==> config.mk <==
export PLATFORM = sky130hd
export DESIGN_NAME = display_scan_scheduler
export DESIGN_NICKNAME = d
export VERILOG_FILES = /design/src/rtl/display_pkg.sv /design/src/rtl/scan_slot_timer.sv /design/src/rtl/display_scan_scheduler.sv
export SDC_FILE = /design/constraint.sdc
export NUM_CORES = 1
export LEC_CHECK = 0
export CAP_MARGIN = 15
export CORE_ASPECT_RATIO = 0.75
export CORE_MARGIN = 5
export CORE_UTILIZATION = 50
export DETAILED_ROUTE_END_ITERATION = 6
export PLACE_DENSITY = 0.72
export SYNTH_ARGS = -nofsm -noshare
export SYNTH_HDL_FRONTEND = slang
export SYNTH_SLANG_ARGS = --single-unit
export TNS_END_PERCENT = 1
==> constraint.sdc <==
create_clock -name clock -period 2.8 [get_ports clock]
set_input_delay 0.56 -clock clock [delete_from_list [all_inputs] [get_ports clock]]
set_output_delay 0.56 -clock clock [all_outputs]
set_load 0.01 [all_outputs]
==> src/rtl/display_pkg.sv <==
`default_nettype none
// +----------------------------------------------------------------------------+
// | display_pkg                                                                |
// | Shared types and constants for the multiplexed 7-segment scan scheduler.   |
// | Revision: 1.0                                                              |
// +----------------------------------------------------------------------------+
package display_pkg;

  typedef enum logic [1:0] {
    ST_IDLE  = 2'd0,
    ST_SETUP = 2'd1,
    ST_SHOW  = 2'd2,
    ST_GUARD = 2'd3
  } scan_state_t;

  localparam int unsigned SETUP_CYCLES = 2;
  localparam logic [3:0]  BCD_MAX      = 4'd9;

endpackage
`default_nettype wire

==> src/rtl/scan_slot_timer.sv <==
`default_nettype none
// +----------------------------------------------------------------------------+
// | scan_slot_timer                                                            |
// | Loadable down-counter; tc_o marks the last cycle of the loaded phase.      |
// | Revision: 1.0                                                              |
// +----------------------------------------------------------------------------+
module scan_slot_timer #(
  parameter int unsigned WIDTH = 4
) (
  input  logic             clock,
  input  logic             reset,
  input  logic             load_i,
  input  logic [WIDTH-1:0] load_val_i,
  output logic             tc_o
);

  logic [WIDTH-1:0] count_q;

  // Loading N-1 yields a phase of exactly N cycles, the last one flagged by tc_o.
  always_ff @(posedge clock) begin
    if (reset) begin
      count_q <= '0;
    end else if (load_i) begin
      count_q <= load_val_i;
    end else if (count_q != '0) begin
      count_q <= count_q - 1'b1;
    end
  end

  assign tc_o = (count_q == '0);

endmodule
`default_nettype wire

==> src/rtl/display_scan_scheduler.sv <==
`default_nettype none
// +----------------------------------------------------------------------------+
// | display_scan_scheduler                                                     |
// | Time-multiplexes one BCD-to-7-segment decoder across NUM_DIGITS anodes.    |
// | Revision: 1.0                                                              |
// +----------------------------------------------------------------------------+
module display_scan_scheduler
  import display_pkg::*;
#(
  parameter int unsigned  NUM_DIGITS   = 4,
  parameter int unsigned  REFRESH_DIV  = 50000,
  parameter int unsigned  BLANK_CYCLES = 8,
  localparam int unsigned SEL_W        = (NUM_DIGITS > 1) ? $clog2(NUM_DIGITS) : 1
) (
  input  logic                    clock,
  input  logic                    reset,
  input  logic [4*NUM_DIGITS-1:0] digits_in,
  input  logic                    load,
  input  logic                    enable,
  input  logic                    blank_lz,
  output logic [3:0]              numero,
  output logic [NUM_DIGITS-1:0]   digit_en_n,
  output logic [SEL_W-1:0]        digit_sel,
  output logic                    frame_done
);

  localparam int unsigned CNT_W = $clog2(REFRESH_DIV + BLANK_CYCLES + 2);
  localparam logic [SEL_W-1:0] LAST_SEL = SEL_W'(NUM_DIGITS - 1);

  scan_state_t             state_q, state_d;
  logic [SEL_W-1:0]        sel_q, sel_d;
  logic [3:0]              numero_q, numero_d;
  logic [NUM_DIGITS-1:0]   en_n_q, en_n_d;
  logic                    fd_q, fd_d;
  logic [4*NUM_DIGITS-1:0] pending_q, pending_d;
  logic [4*NUM_DIGITS-1:0] active_q, active_d;
  logic                    blz_q, blz_d;
  logic [NUM_DIGITS-1:0]   blank_mask;
  logic                    zero_up;
  logic                    tmr_load, tmr_tc;
  logic [CNT_W-1:0]        tmr_val;
  logic                    frame_start, next_slot;

  scan_slot_timer #(.WIDTH(CNT_W)) u_timer (
    .clock      (clock),
    .reset      (reset),
    .load_i     (tmr_load),
    .load_val_i (tmr_val),
    .tc_o       (tmr_tc)
  );

  // Walk from the most significant digit down so zero_up means "this and all above are 0".
  always_comb begin
    zero_up    = 1'b1;
    blank_mask = '0;
    for (int i = NUM_DIGITS - 1; i >= 0; i--) begin
      zero_up       = zero_up && (active_q[4*i +: 4] == 4'd0);
      blank_mask[i] = (active_q[4*i +: 4] > BCD_MAX) || (blz_q && (i != 0) && zero_up);
    end
  end

  always_comb begin
    state_d     = state_q;
    sel_d       = sel_q;
    numero_d    = numero_q;
    en_n_d      = '1;
    fd_d        = 1'b0;
    pending_d   = load ? digits_in : pending_q;
    active_d    = active_q;
    blz_d       = blz_q;
    tmr_load    = 1'b0;
    tmr_val     = '0;
    frame_start = 1'b0;
    next_slot   = 1'b0;

    if (!enable) begin
      state_d = ST_IDLE;
      sel_d   = '0;
    end else begin
      case (state_q)
        ST_IDLE: begin
          state_d     = ST_SETUP;
          sel_d       = '0;
          frame_start = 1'b1;
          tmr_load    = 1'b1;
          tmr_val     = CNT_W'(SETUP_CYCLES - 1);
        end
        ST_SETUP: begin
          if (tmr_tc) begin
            state_d  = ST_SHOW;
            tmr_load = 1'b1;
            tmr_val  = CNT_W'(REFRESH_DIV - 1);
          end
        end
        ST_SHOW: begin
          if (tmr_tc) begin
            if (BLANK_CYCLES != 0) begin
              state_d  = ST_GUARD;
              tmr_load = 1'b1;
              tmr_val  = CNT_W'(BLANK_CYCLES - 1);
            end else begin
              next_slot = 1'b1;
            end
          end
        end
        ST_GUARD: begin
          if (tmr_tc) begin
            next_slot = 1'b1;
          end
        end
        default: state_d = ST_IDLE;
      endcase

      if (next_slot) begin
        state_d  = ST_SETUP;
        tmr_load = 1'b1;
        tmr_val  = CNT_W'(SETUP_CYCLES - 1);
        if (sel_q == LAST_SEL) begin
          sel_d       = '0;
          fd_d        = 1'b1;
          frame_start = 1'b1;
        end else begin
          sel_d = sel_q + 1'b1;
        end
      end

      if (frame_start) begin
        active_d = load ? digits_in : pending_q;
        blz_d    = blank_lz;
      end

      // Decoder is fed from the next-state snapshot so it leads the anode by SETUP.
      numero_d = active_d[{sel_d, 2'b00} +: 4];
      if (state_d == ST_SHOW && !blank_mask[sel_d]) begin
        en_n_d[sel_d] = 1'b0;
      end
    end
  end

  always_ff @(posedge clock) begin
    if (reset) begin
      state_q   <= ST_IDLE;
      sel_q     <= '0;
      numero_q  <= '0;
      en_n_q    <= '1;
      fd_q      <= 1'b0;
      pending_q <= '0;
      active_q  <= '0;
      blz_q     <= 1'b0;
    end else begin
      state_q   <= state_d;
      sel_q     <= sel_d;
      numero_q  <= numero_d;
      en_n_q    <= en_n_d;
      fd_q      <= fd_d;
      pending_q <= pending_d;
      active_q  <= active_d;
      blz_q     <= blz_d;
    end
  end

  assign numero     = numero_q;
  assign digit_en_n = en_n_q;
  assign digit_sel  = sel_q;
  assign frame_done = fd_q;

endmodule
`default_nettype wire
==> summary.md <==
| Metric | Value |
|---|---|
| Unrepaired setup endpoints after global routing | no |
| Post-Synthesis Net Count | 383 |
| Count of unique library cells instantiated by Yosys | 57 |
| Core box area | 5916 um^2 |
| Std cell rows | 24 |
| Count of nets after finishing | 411 |
| Worst Reg-to-Reg Cells | 9 |
| Vias per inst | 5.645 |
| DRC violations left | 0 |
| Routability cong. | 0.8138 |
| Number of warnings reported in the yosys synthesis log | 0 |
| Required time reported for the critical path endpoint | 3.02 ns |
| Cell accounting for the most synthesized area | sky130_fd_sc_hd__dfxtp_1 |
| Setup-violating endpoint count in the final report | 0 |
| Area of the die | 7918 um^2 |
| Reported leakage power | 1.421 nW |
| Antenna cell count | 0 |
| Peak VDD IR | 434.9 uV |
| Global routing usage on met1 | 27.71% |
| Synth top area share | 39.89% |
| Synthesized cell area | 3112 um^2 |
| Mean routed wirelength per cell | 15.32 um |
| Number of slew-limit violations in the final report | 0 |
| Achievable clock frequency | 0.3888 GHz |
| Worst hold path startpoint | active_q[0] |
| Endpoint of the worst-slack reg-to-reg timing path | blz_q |
| Accumulated negative setup slack | 0 ns |
| Worst Setup EP | blz_q |
| Number of DRC violations after detailed-routing iteration 0 | 152 |
| Post-synthesis async set-or-reset flop share | 0% |
| Met2 Usage GRT | 26.44% |
| Max Fanout on Critical Path | 33 |
| Remaining Overflow, GRT | 0 |
| Register bit count reported by yosys | 62 |
| Final worst path period share | 91.86% |
| Slowest CP cell | sky130_fd_sc_hd__and4_4 |
| Pwr Density | 956.8 nW/um^2 |
| Worst min path class | flip-flop to flip-flop |
| Primary FF master, synth | sky130_fd_sc_hd__dfxtp_1 |
| Die extent in x | 101.1 um |
| Area delta synth->final | 18.17% |
| Final critical path time including I/O delays and setup | 2.572 ns |
| Number of clock buffers inserted by TritonCTS | 9 |
| Worst clock skew on the final layout | 0.008218 ns |
| Core occupancy in the finished layout | 62.16% |
| Start of the worst register-to-register path | u_timer.count_q[0] |
| Total detailed-routing wirelength | 7.155 mm |
| Longest individual stage delay on the worst path | 0.49 ns |
| Post-detailed-route count of antenna-violating nets | 0 |
| Die H | 78.32 um |
| Crit path arrival time | 2.79 ns |
| Avg Synthesized Cell Area | 8.741 um^2 |
| # Max-Cap Violations | 0 |
| Busiest metal layer after global routing | met1 |
| Critical path type | flip-flop to flip-flop |
| Fraction of final layout cells sized beyond drive strength 1 | 9.254% |
| Largest buffer count on any clock path | 2 |
| Starting utilization of the core area | 52.60% |
| HPWL after detailed placement | 5.037 mm |
| Critical path cell sequence | inv_1 > ha_1 > nor4b_2 > and4_4 > a21o_1 > and2_1 > buf_12 > mux2i_1 > nor2_1 |
| Clk Latency, worst-skew pair | 0.34 ns |
| Sequential fraction of the synthesis area | 39.89% |
| Leading post-synthesis cells by cell area | sky130_fd_sc_hd__dfxtp_1 40%, sky130_fd_sc_hd__mux2i_1 6.8%, sky130_fd_sc_hd__nor2_1 4.7%, sky130_fd_sc_hd__nand2_1 4.5%, sky130_fd_sc_hd__nand2b_1 4.0% |
| Vias post-DR | 2636 |
| Quantity of I/O buffers inserted on ports | 31 |
| Hold violation total from the final report | 0 |
| Kind of cell adding the most delay to the critical path | simple AND/OR/NAND/NOR gates |
| CTS tree | done |
| First-pass GRT wire length | 11.93 mm |
| M3 GR Usage | 5.137% |
| CTS Hold Bufs | 0 |
| Vias in the first global route | 2435 |
| Root buffer selected by CTS | sky130_fd_sc_hd__clkbuf_8 |
| Number of buffer and inverter instances along the worst setup path | 2 |
| Category of the worst setup path capture point | flip-flop |
| Worst-case register-to-register setup slack | 0.23 ns |
| Worst path depth | 9 |
| Maximum number of pins on one net before global-route repair | 48 |
| # clock sinks | 62 |
| Slew margin rel. | 52.53% |
| Count of pins on the block boundary | 32 |
| Sort of element at the start of the critical path | flip-flop |
| Number of optimization iterations in the first detailed-route pass | 5 |
| Clock transition time at the flip-flop clock pins of the worst setup and hold paths | 0.07 ns |
| Postcts setup bufs | 0 |
| Slew at the pin closest to its max-slew limit | 0.7113 ns |
| Worst hold-check slack | 0.4816 ns |
| Number of enable flip-flop cells after synthesis | 0 |
| Result of the run | finished, final reports clean |
| Antenna violations before repair | 0 |
| Post-Syn Instances | 356 |
| # H-tree levels | 3 |
| Post-CTS resize count | 0 |
| Gr usage total | 18.88% |
| Worst setup path startpoint | u_timer.count_q[0] |
==> cell type report <==
| class | count | area, um^2 |
|---|---|---|
| multi-input cells | 268 | 1712 |
| fillers | 514 | 2238 |
| clock inverters | 5 | 81.33 |
| repair buffers | 38 | 375.4 |
| well taps | 78 | 97.59 |
| clock buffers | 11 | 151.4 |
| inverters | 5 | 18.77 |
| flip-flops and latches | 62 | 1241 |
==> cells in the mapped netlist (all sizes together) (8+ instances only) <==
library cell	number
o21ai	29
a21oi	18
buf	14
dfxtp	62
mux2i	22
nor2	40
nand2b	20
o21a	8
a211oi	12
nand2	37
==> worst min-delay path: stages, from the launching register on <==
cell                       delay, ns
sky130_fd_sc_hd__dfxtp_1        0.32
sky130_fd_sc_hd__nand2b_1       0.07
sky130_fd_sc_hd__o21ai_1        0.05
==> sequential cells by signal, indices dropped and copies added, names as in the netlist, 2 cells and up <==
name	cells
digit_sel	2
active_q	16
digit_en_n	4
u_timer.count_q	16
state_q	2
numero	4
pending_q	16
==> layer usage <==
metal	routed length (um)	vias to the layer above
met4	104	0
met5	0	-
met1	3648	1220
met3	471	11
met2	2931	77
li1	-	1328
==> report_power, final <==
group	total (W)	switching, W	internal (W)
clock network	0.000904	0.000354	0.000550
registers	0.00120	0.000168	0.00103
logic	0.00141	0.000803	0.000611
total	0.00352	0.00133	0.00219
==> placed cells by master, fill, tap and decap left out, types with 2 or more instances in the layout <==
master and instances:
sky130_fd_sc_hd__o31ai_1 2, sky130_fd_sc_hd__a21o_1 4, sky130_fd_sc_hd__and2_1 2, sky130_fd_sc_hd__xor2_1 2, sky130_fd_sc_hd__clkbuf_8 11, sky130_fd_sc_hd__bufinv_16 2, sky130_fd_sc_hd__a22oi_1 3, sky130_fd_sc_hd__a31oi_1 2
sky130_fd_sc_hd__or4_1 3, sky130_fd_sc_hd__mux2_2 2, sky130_fd_sc_hd__o21ai_0 14, sky130_fd_sc_hd__nand3_1 2, sky130_fd_sc_hd__a211oi_1 10, sky130_fd_sc_hd__buf_4 6, sky130_fd_sc_hd__nand2_1 37, sky130_fd_sc_hd__o21bai_1 4
sky130_fd_sc_hd__a21oi_1 18, sky130_fd_sc_hd__nor4b_2 2, sky130_fd_sc_hd__nand2b_1 20, sky130_fd_sc_hd__nand3b_1 2, sky130_fd_sc_hd__xnor2_1 7, sky130_fd_sc_hd__o21a_1 8, sky130_fd_sc_hd__o211ai_1 2, sky130_fd_sc_hd__o21ai_1 15
sky130_fd_sc_hd__nor3_1 7, sky130_fd_sc_hd__clkdlybuf4s50_1 31, sky130_fd_sc_hd__dfxtp_1 62, sky130_fd_sc_hd__a211oi_2 2, sky130_fd_sc_hd__inv_1 5, sky130_fd_sc_hd__nor4b_1 2, sky130_fd_sc_hd__mux2i_1 21, sky130_fd_sc_hd__nor2b_1 4
sky130_fd_sc_hd__nor2_1 39, sky130_fd_sc_hd__nor4_1 5, sky130_fd_sc_hd__ha_1 6
==> stage by stage <==
stage	instances	setup WS (ns)	total power, W	cell area [um^2]
2_1_floorplan	356	0.6736	0.002382	3112
3_3_place_gp	451	0.3408	0.002588	3445
3_5_place_dp	451	0.2608	0.002611	3445
4_1_cts	467	0.2500	0.003531	3677
5_1_grt	467	0.02140	0.003780	3677
6_report	467	0.2279	0.003519	3677
==> cell families after synthesis <==
group / Yosys count / synth area share [%]
flops: 62 / 39.89
buf+inv: 26 / 5.106
compound gates: 93 / 19.30
xor+xnor: 9 / 2.533
fa+ha+maj: 6 / 2.412
mux: 24 / 7.921
simple gates: 136 / 22.84
==> worst min path at each step <==
stage,slack [ns],cells past startpoint,end
5_1_grt,0.51,2,active_q[0]
2_1_floorplan,0.44,2,active_q[0]
4_1_cts,0.48,2,active_q[0]
3_5_place_dp,0.46,2,active_q[0]
3_3_place_gp,0.46,2,active_q[0]
6_report,0.48,2,active_q[0]
(Power assumes the default switching activity.)
